<file path="src/rtl/spike_select_network_pkg.sv">
// rtl/spike_select_network_pkg.sv - shared types, constants and helpers for spike_select_network
//
// Package spike_net_pkg:
//   net_state_t    : round FSM states (IDLE, SELECT, OUT)
//   DEF_LFSR_TAPS  : default feedback tap mask (bits 8 and 4)
//   DEF_LFSR_SEED  : default LFSR reset value
//   clamp_bits()   : clamps the active-window width into [1, max_bits]
//   lane_slice()   : bit offset of lane k inside a packed lane bus
package spike_net_pkg;

  typedef enum logic [1:0] {
    ST_IDLE   = 2'd0,
    ST_SELECT = 2'd1,
    ST_OUT    = 2'd2
  } net_state_t;

  localparam logic [8:0] DEF_LFSR_TAPS = 9'h110;
  localparam logic [8:0] DEF_LFSR_SEED = 9'h193;

  // A zero-width window would make every ID 0, and widths above the
  // ID register make no sense, so the window is pinned to [1, max_bits].
  function automatic int clamp_bits(input logic [3:0] bits, input int max_bits);
    int b;
    b = int'(bits);
    if (b < 1) begin
      b = 1;
    end else if (b > max_bits) begin
      b = max_bits;
    end
    return b;
  endfunction

  function automatic int lane_slice(input int lane, input int lane_width);
    return lane * lane_width;
  endfunction

endpackage

</file>
<file path="src/rtl/spike_select_network_lfsr_multi_step.sv">
// rtl/spike_select_network_lfsr_multi_step.sv - combinational chain of LFSR steps
//
// Module lfsr_multi_step:
//   state       : in,  WIDTH        current LFSR state
//   taps        : in,  WIDTH        feedback tap mask (XOR of masked bits)
//   next_states : out, STEPS*WIDTH  slice k = state after k+1 chained steps
module lfsr_multi_step #(
  parameter int WIDTH = 9,
  parameter int STEPS = 2
) (
  input  logic [WIDTH-1:0]       state,
  input  logic [WIDTH-1:0]       taps,
  output logic [STEPS*WIDTH-1:0] next_states
);

  logic [WIDTH-1:0] walk;

  always_comb begin
    walk        = state;
    next_states = '0;
    for (int k = 0; k < STEPS; k++) begin
      walk = {walk[WIDTH-2:0], ^(walk & taps)};
      next_states[k*WIDTH +: WIDTH] = walk;
    end
  end

endmodule

</file>
<file path="src/rtl/spike_select_network.sv">
// rtl/spike_select_network.sv - pseudo-random multi-lane spike selector
//
// Captures the spike vector on a round request, picks NUM_OUT neuron IDs
// from an LFSR masked to the active window and presents the
// (spike value, neuron ID) pairs downstream with a valid/ready handshake.
// Optional build macro: SPIKE_SKIP_ZERO_EN (drop rounds whose lanes are all zero,
// lane_valid flags non-zero lanes).
//
// Ports:
//   clk, reset_l            : clock, asynchronous active-low reset
//   en_network              : round start request (seen in IDLE only)
//   top_en_network          : global stall enable, low freezes all state
//   spike_in                : NUM_NEURON x TEN_DATA_WIDTH spike vector
//   bits_in_active_neuron   : active ID window width
//   out_ready               : downstream accepts the round
//   out_valid, lane_valid   : round / per-lane qualifiers
//   spike_out               : lane k = {spike value, neuron ID}
//   network_done            : one-cycle pulse when a round completes
module spike_select_network
  import spike_net_pkg::*;
#(
  parameter int                         TEN_DATA_WIDTH  = 2,
  parameter int                         NUM_NEURON      = 512,
  parameter int                         NEURON_ID_WIDTH = 9,
  parameter int                         NUM_OUT         = 2,
  parameter logic [NEURON_ID_WIDTH-1:0] LFSR_TAPS       = DEF_LFSR_TAPS,
  parameter logic [NEURON_ID_WIDTH-1:0] LFSR_SEED       = DEF_LFSR_SEED
) (
  input  logic                                                clk,
  input  logic                                                reset_l,
  input  logic                                                en_network,
  input  logic                                                top_en_network,
  input  logic [TEN_DATA_WIDTH*NUM_NEURON-1:0]                spike_in,
  input  logic [3:0]                                          bits_in_active_neuron,
  input  logic                                                out_ready,
  output logic                                                out_valid,
  output logic [NUM_OUT-1:0]                                  lane_valid,
  output logic [NUM_OUT*(TEN_DATA_WIDTH+NEURON_ID_WIDTH)-1:0] spike_out,
  output logic                                                network_done
);

  localparam int TW = TEN_DATA_WIDTH;
  localparam int IW = NEURON_ID_WIDTH;
  localparam int LW = TW + IW;
  localparam int CW = $clog2(TW * NUM_NEURON);

  // An all-zero LFSR would lock up, so a zero seed is replaced by 1.
  localparam logic [IW-1:0] SEED_EFF =
    (LFSR_SEED == '0) ? {{(IW-1){1'b0}}, 1'b1} : LFSR_SEED;

  net_state_t                 state;
  logic [IW-1:0]              lfsr;
  logic [TW*NUM_NEURON-1:0]   cap;
  logic [IW-1:0]              ids [NUM_OUT];
  logic [NUM_OUT*IW-1:0]      steps;
  logic [IW-1:0]              id_mask;
  logic [CW-1:0]              sel_base [NUM_OUT];
  logic [TW-1:0]              lane_spike [NUM_OUT];

  lfsr_multi_step #(
    .WIDTH (IW),
    .STEPS (NUM_OUT)
  ) u_lfsr_steps (
    .state       (lfsr),
    .taps        (LFSR_TAPS),
    .next_states (steps)
  );

  always_comb begin
    id_mask = '0;
    for (int i = 0; i < IW; i++) begin
      if (i < clamp_bits(bits_in_active_neuron, IW)) begin
        id_mask[i] = 1'b1;
      end
    end
  end

  // Spike lookup from the captured vector; IDs past the neuron array read 0.
  always_comb begin
    for (int k = 0; k < NUM_OUT; k++) begin
      sel_base[k]   = '0;
      lane_spike[k] = '0;
      if (int'(ids[k]) < NUM_NEURON) begin
        sel_base[k]   = CW'(int'(ids[k]) * TW);
        lane_spike[k] = cap[sel_base[k] +: TW];
      end
    end
  end

`ifdef SPIKE_SKIP_ZERO_EN
  logic [NUM_OUT-1:0] lane_nz;

  always_comb begin
    lane_nz = '0;
    for (int k = 0; k < NUM_OUT; k++) begin
      lane_nz[k] = |lane_spike[k];
    end
  end
`endif

  always_ff @(posedge clk or negedge reset_l) begin
    if (!reset_l) begin
      state        <= ST_IDLE;
      lfsr         <= SEED_EFF;
      cap          <= '0;
      out_valid    <= 1'b0;
      lane_valid   <= '0;
      spike_out    <= '0;
      network_done <= 1'b0;
      for (int k = 0; k < NUM_OUT; k++) begin
        ids[k] <= '0;
      end
    end else if (!top_en_network) begin
      // Stalled: everything holds, and the done pulse is not stretched.
      network_done <= 1'b0;
    end else begin
      network_done <= 1'b0;
      case (state)
        ST_IDLE: begin
          if (en_network) begin
            cap  <= spike_in;
            lfsr <= steps[(NUM_OUT-1)*IW +: IW];
            for (int k = 0; k < NUM_OUT; k++) begin
              ids[k] <= steps[k*IW +: IW] & id_mask;
            end
            state <= ST_SELECT;
          end
        end
        ST_SELECT: begin
          for (int k = 0; k < NUM_OUT; k++) begin
            spike_out[lane_slice(k, LW) +: LW] <= {lane_spike[k], ids[k]};
          end
`ifdef SPIKE_SKIP_ZERO_EN
          if (|lane_nz) begin
            out_valid  <= 1'b1;
            lane_valid <= lane_nz;
            state      <= ST_OUT;
          end else begin
            network_done <= 1'b1;
            state        <= ST_IDLE;
          end
`else
          out_valid  <= 1'b1;
          lane_valid <= '1;
          state      <= ST_OUT;
`endif
        end
        ST_OUT: begin
          if (out_valid && out_ready) begin
            out_valid    <= 1'b0;
            lane_valid   <= '0;
            network_done <= 1'b1;
            state        <= ST_IDLE;
          end
        end
        default: begin
          state <= ST_IDLE;
        end
      endcase
    end
  end

endmodule

</file>
<file path="config.mk">
export PLATFORM = sky130hd
export DESIGN_NAME = spike_select_network
export DESIGN_NICKNAME = d
export VERILOG_FILES = /design/src/rtl/spike_select_network_pkg.sv /design/src/rtl/spike_select_network_lfsr_multi_step.sv /design/src/rtl/spike_select_network.sv
export SDC_FILE = /design/constraint.sdc
export NUM_CORES = 2
export LEC_CHECK = 0
export BUFFER_PORTS_ARGS = -buffer_cell sky130_fd_sc_hd__buf_2
export CAP_MARGIN = 20
export CORE_AREA = 5 5 415 417
export DETAILED_ROUTE_END_ITERATION = 8
export DIE_AREA = 0 0 420 422
export PLACE_DENSITY = 0.54
export SYNTH_ARGS = -nofsm -noshare
export SYNTH_HDL_FRONTEND = slang
export SYNTH_SLANG_ARGS = --single-unit
</file>
<file path="constraint.sdc">
create_clock -name clk -period 4.13 [get_ports clk]
set_clock_uncertainty 0.2 [all_clocks]
set_input_delay 0.2065 -clock clk [delete_from_list [all_inputs] [get_ports clk]]
set_output_delay 0.2065 -clock clk [all_outputs]
set_load 0.02 [all_outputs]
</file>
---- After elaboration in Yosys (flattened, before gate mapping) ----
Index checks and enable logic that the tools add are counted.
word-level totals
  flip-flop bits (word level) ............. 1079
  output and inout port bits .............. 26
  word-level logic and storage cells ...... 57
operators by class
  order comparisons ....................... 11
  equality and inequality tests ........... 4
  shift-type cells ........................ 2
  multiplexer cells ....................... 20
  bitwise logic cells ..................... 2
  reductions and logical operators ........ 9
operator list
  operator                                               number
  indexed part select 1024 x 11 -> 2 bit                 2
  < comparator 4 x 32 -> 1 bit (first input constant)    4
  < comparator 3 x 32 -> 1 bit (first input constant)    2
  < comparator 1 x 32 -> 1 bit (first input constant)    1
  < comparator 2 x 32 -> 1 bit (first input constant)    1
  < comparator 5 x 32 -> 1 bit (first input constant)    1
  bitwise AND 9 bit                                      2
  parity 9 bit                                           2
  2-to-1 mux 1 bit                                       13
  AND reduction 3 bit                                    3
  2-to-1 mux 4 bit                                       2
  case mux 2 bit (3 select lines)                        1
  greater-than comparator 4 bit (second input constant)  1
  < comparator 4 x 1 -> 1 bit (second input constant)    1
  2-to-1 mux 2 bit                                       2
  != test 2 bit (second input constant)                  2
  case mux 2 bit (2 select lines)                        1
  == test 2 x 1 -> 1 bit (second input constant)         1
  == test 2 bit (second input constant)                  1
  logical NOT 2 bit                                      1
  case mux 1 bit (2 select lines)                        1
  AND reduction 2 bit                                    1
  nonzero test 2 bit                                     1
  logical AND 1 bit                                      1

---- Depth between registers and ports, before layout ----
  depth after elaboration ................. 6
  mapped depth ............................ 14
  mapped depth without buffers ............ 7

---- By module ----
From an unflattened synthesis, not the netlist that was laid out.
second synthesis, totals
  cell total of the unflattened synthesis .. 5954
  area, all modules ....................... 57468.9 um2
modules (own cells, without submodules)
  module                times used  cells each  area an instance (um2)
  spike_select_network  1           5903        57101.0
  lfsr_multi_step       1           51          367.9

---- Least setup slack after synthesis ----
OpenSTA, ideal clock, no wires.
  path type ............................... reg2reg
  start ................................... reg ids[9] (netlist bit)
  end ..................................... reg spike_out[9]
  setup time .............................. 131 ps
  arrival time ............................ 2699 ps
  required time ........................... 3799 ps
  path slack .............................. 1100 ps
  cell stages (with the launch flop) ...... 11
  path buffers ............................ 5
  cells stage by stage .................... dfrtp_1 > buf_6 > buf_4 > buf_4 > buf_4 > buf_2 > mux4_2 > a2111oi_0 > nor4_1 > a41oi_1 > nand4_1
between the ends
  longest elaborated chain between the ends .. 1
RTL lines
  element                                 RTL line                     source
  start, declared                         spike_select_network.sv:54   logic [IW-1:0] ids [NUM_OUT];
  start signal, assigned by index         spike_select_network.sv:124  ids[k] <= steps[k*IW +: IW] & id_mask;
  indexed part select 1024 x 11 -> 2 bit  spike_select_network.sv:85   lane_spike[k] = cap[sel_base[k] +: TW];
  end signal, assigned by index           spike_select_network.sv:131  spike_out[lane_slice(k, LW) +: LW] <= {lane_spike[k], ids[k]};
  end, declared                           spike_select_network.sv:38   output logic [NUM_OUT*(TEN_DATA_WIDTH+NEURON_ID_WIDTH)-1:0] spike_out,
Every way passes these cells.
A chain may end at the register's enable or synchronous reset.

---- Worst setup path in the final report ----
  start ................................... reg ids[0] (netlist bit)
  end ..................................... reg spike_out[21]
The elaborated chain is that of the path after synthesis.

==> reports/summary.md <==
### Run status
- run status: finished clean

### Pwr
- ratio of total power to cell area: 723 nW/um^2
- Power, Total: 0.0621 W
- worst supply voltage drop on vdd: 396 uV
- reported leakage power: 41.5 nW

### Synthesis
- most used standard cells in the synthesized netlist: nand2_1 (3255), dfrtp_1 (1072), mux4_2 (472)
- top cells by area in the synthesized netlist: dfrtp_1 (47%), nand2_1 (21%), mux4_2 (19%), mux2i_1 (3.1%), clkbuf_1 (1.9%)
- area fraction of the dominant cell type after synthesis: 0.469
- Ys Warns: 0
- sequential-to-total area share from yosys stat: 0.472
- number of enable flip-flop cells after synthesis: 0
- most frequently used flop master after synthesis: dfrtp_1
- number of unique standard cell types used by synthesis: 66
- Yosys reg bits: 1077
- library cell occupying the most area in the post-synthesis netlist: dfrtp_1
- Net Count, Synth: 6997
- synthesized cell area: 57200 sq um
- number of cells produced by synthesis: 5964
- cell with the most instances after synthesis: nand2_1
- share of synthesized flip-flops with an asynchronous set or reset: 1.00
- Mapped Avg Cell Area: 9.59 sq um

### Route
- total number of vias: 60500
- Post-DRT Antenna Nets: 0
- post-detailed-route via-to-cell ratio: 5.55
- aggregate routed wire length: 305000 microns
- drt first-iter violations: 6150
- wire length per cell: 28.0 microns
- drc violations: 0
- Pre-Repair DR Iteration Count: 6

### Global routing
- global-route wire length before repair: 434000 microns
- largest net degree at the start of global routing: 177
- number of global-route vias before repair: 62900
- overflow left after global routing: 0
- antenna violations before repair: 60
- Total Routing Usage GR: 0.337

### Floorplanning
- height of the chip: 422 microns
- initial standard-cell utilization of the core: 0.340
- Core ar.: 168000 sq um
- Die X-Extent: 420 microns
- number of top-level pins: 1059
- die area: 177000 sq um
- site row count: 151

### Timing
- Setup TNS Final: 0 ns
- pins over their slew limit: 0
- Max Clk Rate: 249 MHz
- worst slew pin tran: 1.18 ns
- unrepaired setup endpoints after global routing: false
- setup violators final: 0
- Final Hold Vio Count: 0
- ratio of final minimum period to clock period: 0.973
- final worst path period need: 4.02 ns
- worst-case headroom to the max-slew limit: 0.216

### Worst setup path
- type of destination of the critical path: flop
- worst path required time: 4.56 ns
- startpoint-to-endpoint class of the critical path: reg -> reg
- Crit Path Max Fanout: 33
- CP startpoint: ids[0]
- worst reg2reg path endpoint: spike_out[21]
- Setup crit end: spike_out[21]
- reg-to-reg slack, setup: 0.11 ns
- Data arrival, critical path: 4.45 ns
- startpoint type of the worst setup path: flop
- worst r2r path cells: 8
- launching point of the worst reg2reg path: ids[0]

### CTS
- clock tree from TritonCTS: done
- Setup Fix Bufs, Post-CTS: 0
- number of levels in the clock H-tree: 3
- number of clock sinks seen by CTS: 1077
- Max Buffers Root-to-Sink: 3
- clock latency on the worst-skew pair: 0.76 ns
- library cell used as clock root buffer: clkbuf_16
- clock buffer count from CTS: 117
- clock edge transition at the registers on the reported setup and hold paths: 0.07 ns

### Cells and area
- Core Util, Final: 0.511
- filler cell count in the final layout: 14400
- P&R area growth vs syn: 50.3%
- net total in the final layout: 9568
- share of post-route cells with drive strength above 1: 0.230

### Worst hold path
- worst hold path cell count: 4
- min-delay worst type: in -> reg

### Placed design
- count of input and output buffers: 1058
- RD Place Congestion: 0.941
- post-detailed-placement half-perimeter wirelength: 206000 microns

### Job
- reported max-cap violation count: 0

-- registers in the layout (all words and copies together) (netlist names) --
name and count:
lane_valid 1, state 2, cap 1024, ids 18
spike_out 22, lfsr 9, network_done 1
-- final cells by class --
type | instances | area (sq um) | area share
Antenna cell | 54 | 135 | 0.00157
Multi-Input combinational cell | 4444 | 28300 | 0.329
Inverter | 9 | 42.5 | 0.000495
Clock inverter | 47 | 667 | 0.00776
Timing Repair Buffer | 2886 | 23700 | 0.276
Clock buffer | 166 | 3340 | 0.0389
Sequential cell | 1077 | 27000 | 0.314
Tap cell | 2218 | 2780 | 0.0323
-- worst max-delay path, stage by stage (launching register included) --
cell and delay [ns]:
dfrtp_4 0.91, buf_12 0.34, mux4_2 0.54, mux4_2 0.57, nor3_1 0.50, nor4_1 0.25
o311a_1 0.19, a32oi_1 0.20, nand4_1 0.10
-- layout by cell type, fill, tap and decap left out, types with 11 or more instances in the layout --
master         netlist  routed
nand4_1             19      19
buf_4               51     159
and2_1              11      11
dlygate4sd3_1        0    1621
dfrtp_1           1072    1058
mux4_2             472     472
diode_2              0      54
a31oi_1             20      20
mux2i_1            179     179
clkinv_2             0      18
o221ai_1            55      55
o22ai_1             33      33
a21oi_1             52      52
buf_12               0      48
mux2_2              20      20
buf_2               59    1057
a211oi_1            11      11
nor2_1              48      45
clkbuf_16            0     119
o21ai_0             42      42
nand2_1           3255    3253
nand3_1             29      29
clkbuf_8             0      19
nor3_1              20      20
a22oi_1             28      28
clkbuf_1           292      28
bufinv_16            0      13
nor2b_1             21      17
-- metrics by stage --
step / setup slack [ns] / area, sq um / std cells / hold WS, ns
6_report: 0.112 / 86000 / 10900 / 0.0240
2_1_floorplan: 1.10 / 57200 / 5964 / -0.289
3_5_place_dp: 0.0823 / 65600 / 9012 / 0.0494
4_1_cts: 0.0907 / 85800 / 10800 / 0.0000365
5_1_grt: 0.124 / 85900 / 10900 / 0.0123
3_3_place_gp: 0.0179 / 65600 / 9012 / 0.0562
-- power breakdown --
| part | internal (W) | switching [W] | total [W] |
|---|---|---|---|
| logic | 0.0138 | 0.0151 | 0.0289 |
| clock network | 0.00646 | 0.00474 | 0.0112 |
| registers | 0.0159 | 0.00607 | 0.0220 |
| total | 0.0362 | 0.0260 | 0.0621 |
-- layer usage --
layer	GRT usage	wire length, microns	vias up
li1	-	-	25300
met1	0.403	112000	30100
met2	0.535	141000	3719
met3	0.0745	24500	1296
met4	0.243	27400	18
met5	0	103	-
-- timing repair --
item | in CTS | in global routing
gates resized for setup | 0 | 1
endpoints found under the hold margin | 2110 | 0
setup endpoints to repair | 0 | 1
hold buffers | 1622 | 0
-- cells by family (layout without fill, tap and decap cells) --
kind of cell,after synthesis,in the layout,synth area share
AO/OA/AOI/OAI,318,318,0.0394
XOR/XNOR,2,2,0.000306
buffers and inverters,443,3108,0.0346
flip-flops,1077,1077,0.472
multiplexers,671,671,0.221
other,0,54,0
AND/OR/NAND/NOR,3453,3453,0.233
-- worst min-delay path by stage --
stage | slack [ns] | start | endpoint
final | 0.02 | spike_in[183] | cap[183]
after global routing | 0.01 | spike_in[183] | cap[183]
after CTS | 0.00004 | spike_in[156] | cap[156]
after detailed placement | 0.05 | reset_l | cap[100]
after global placement | 0.06 | reset_l | cap[112]
after floorplan | -0.29 | reset_l | cap[0]
Note: power is estimated with default switching activity, not from simulation.
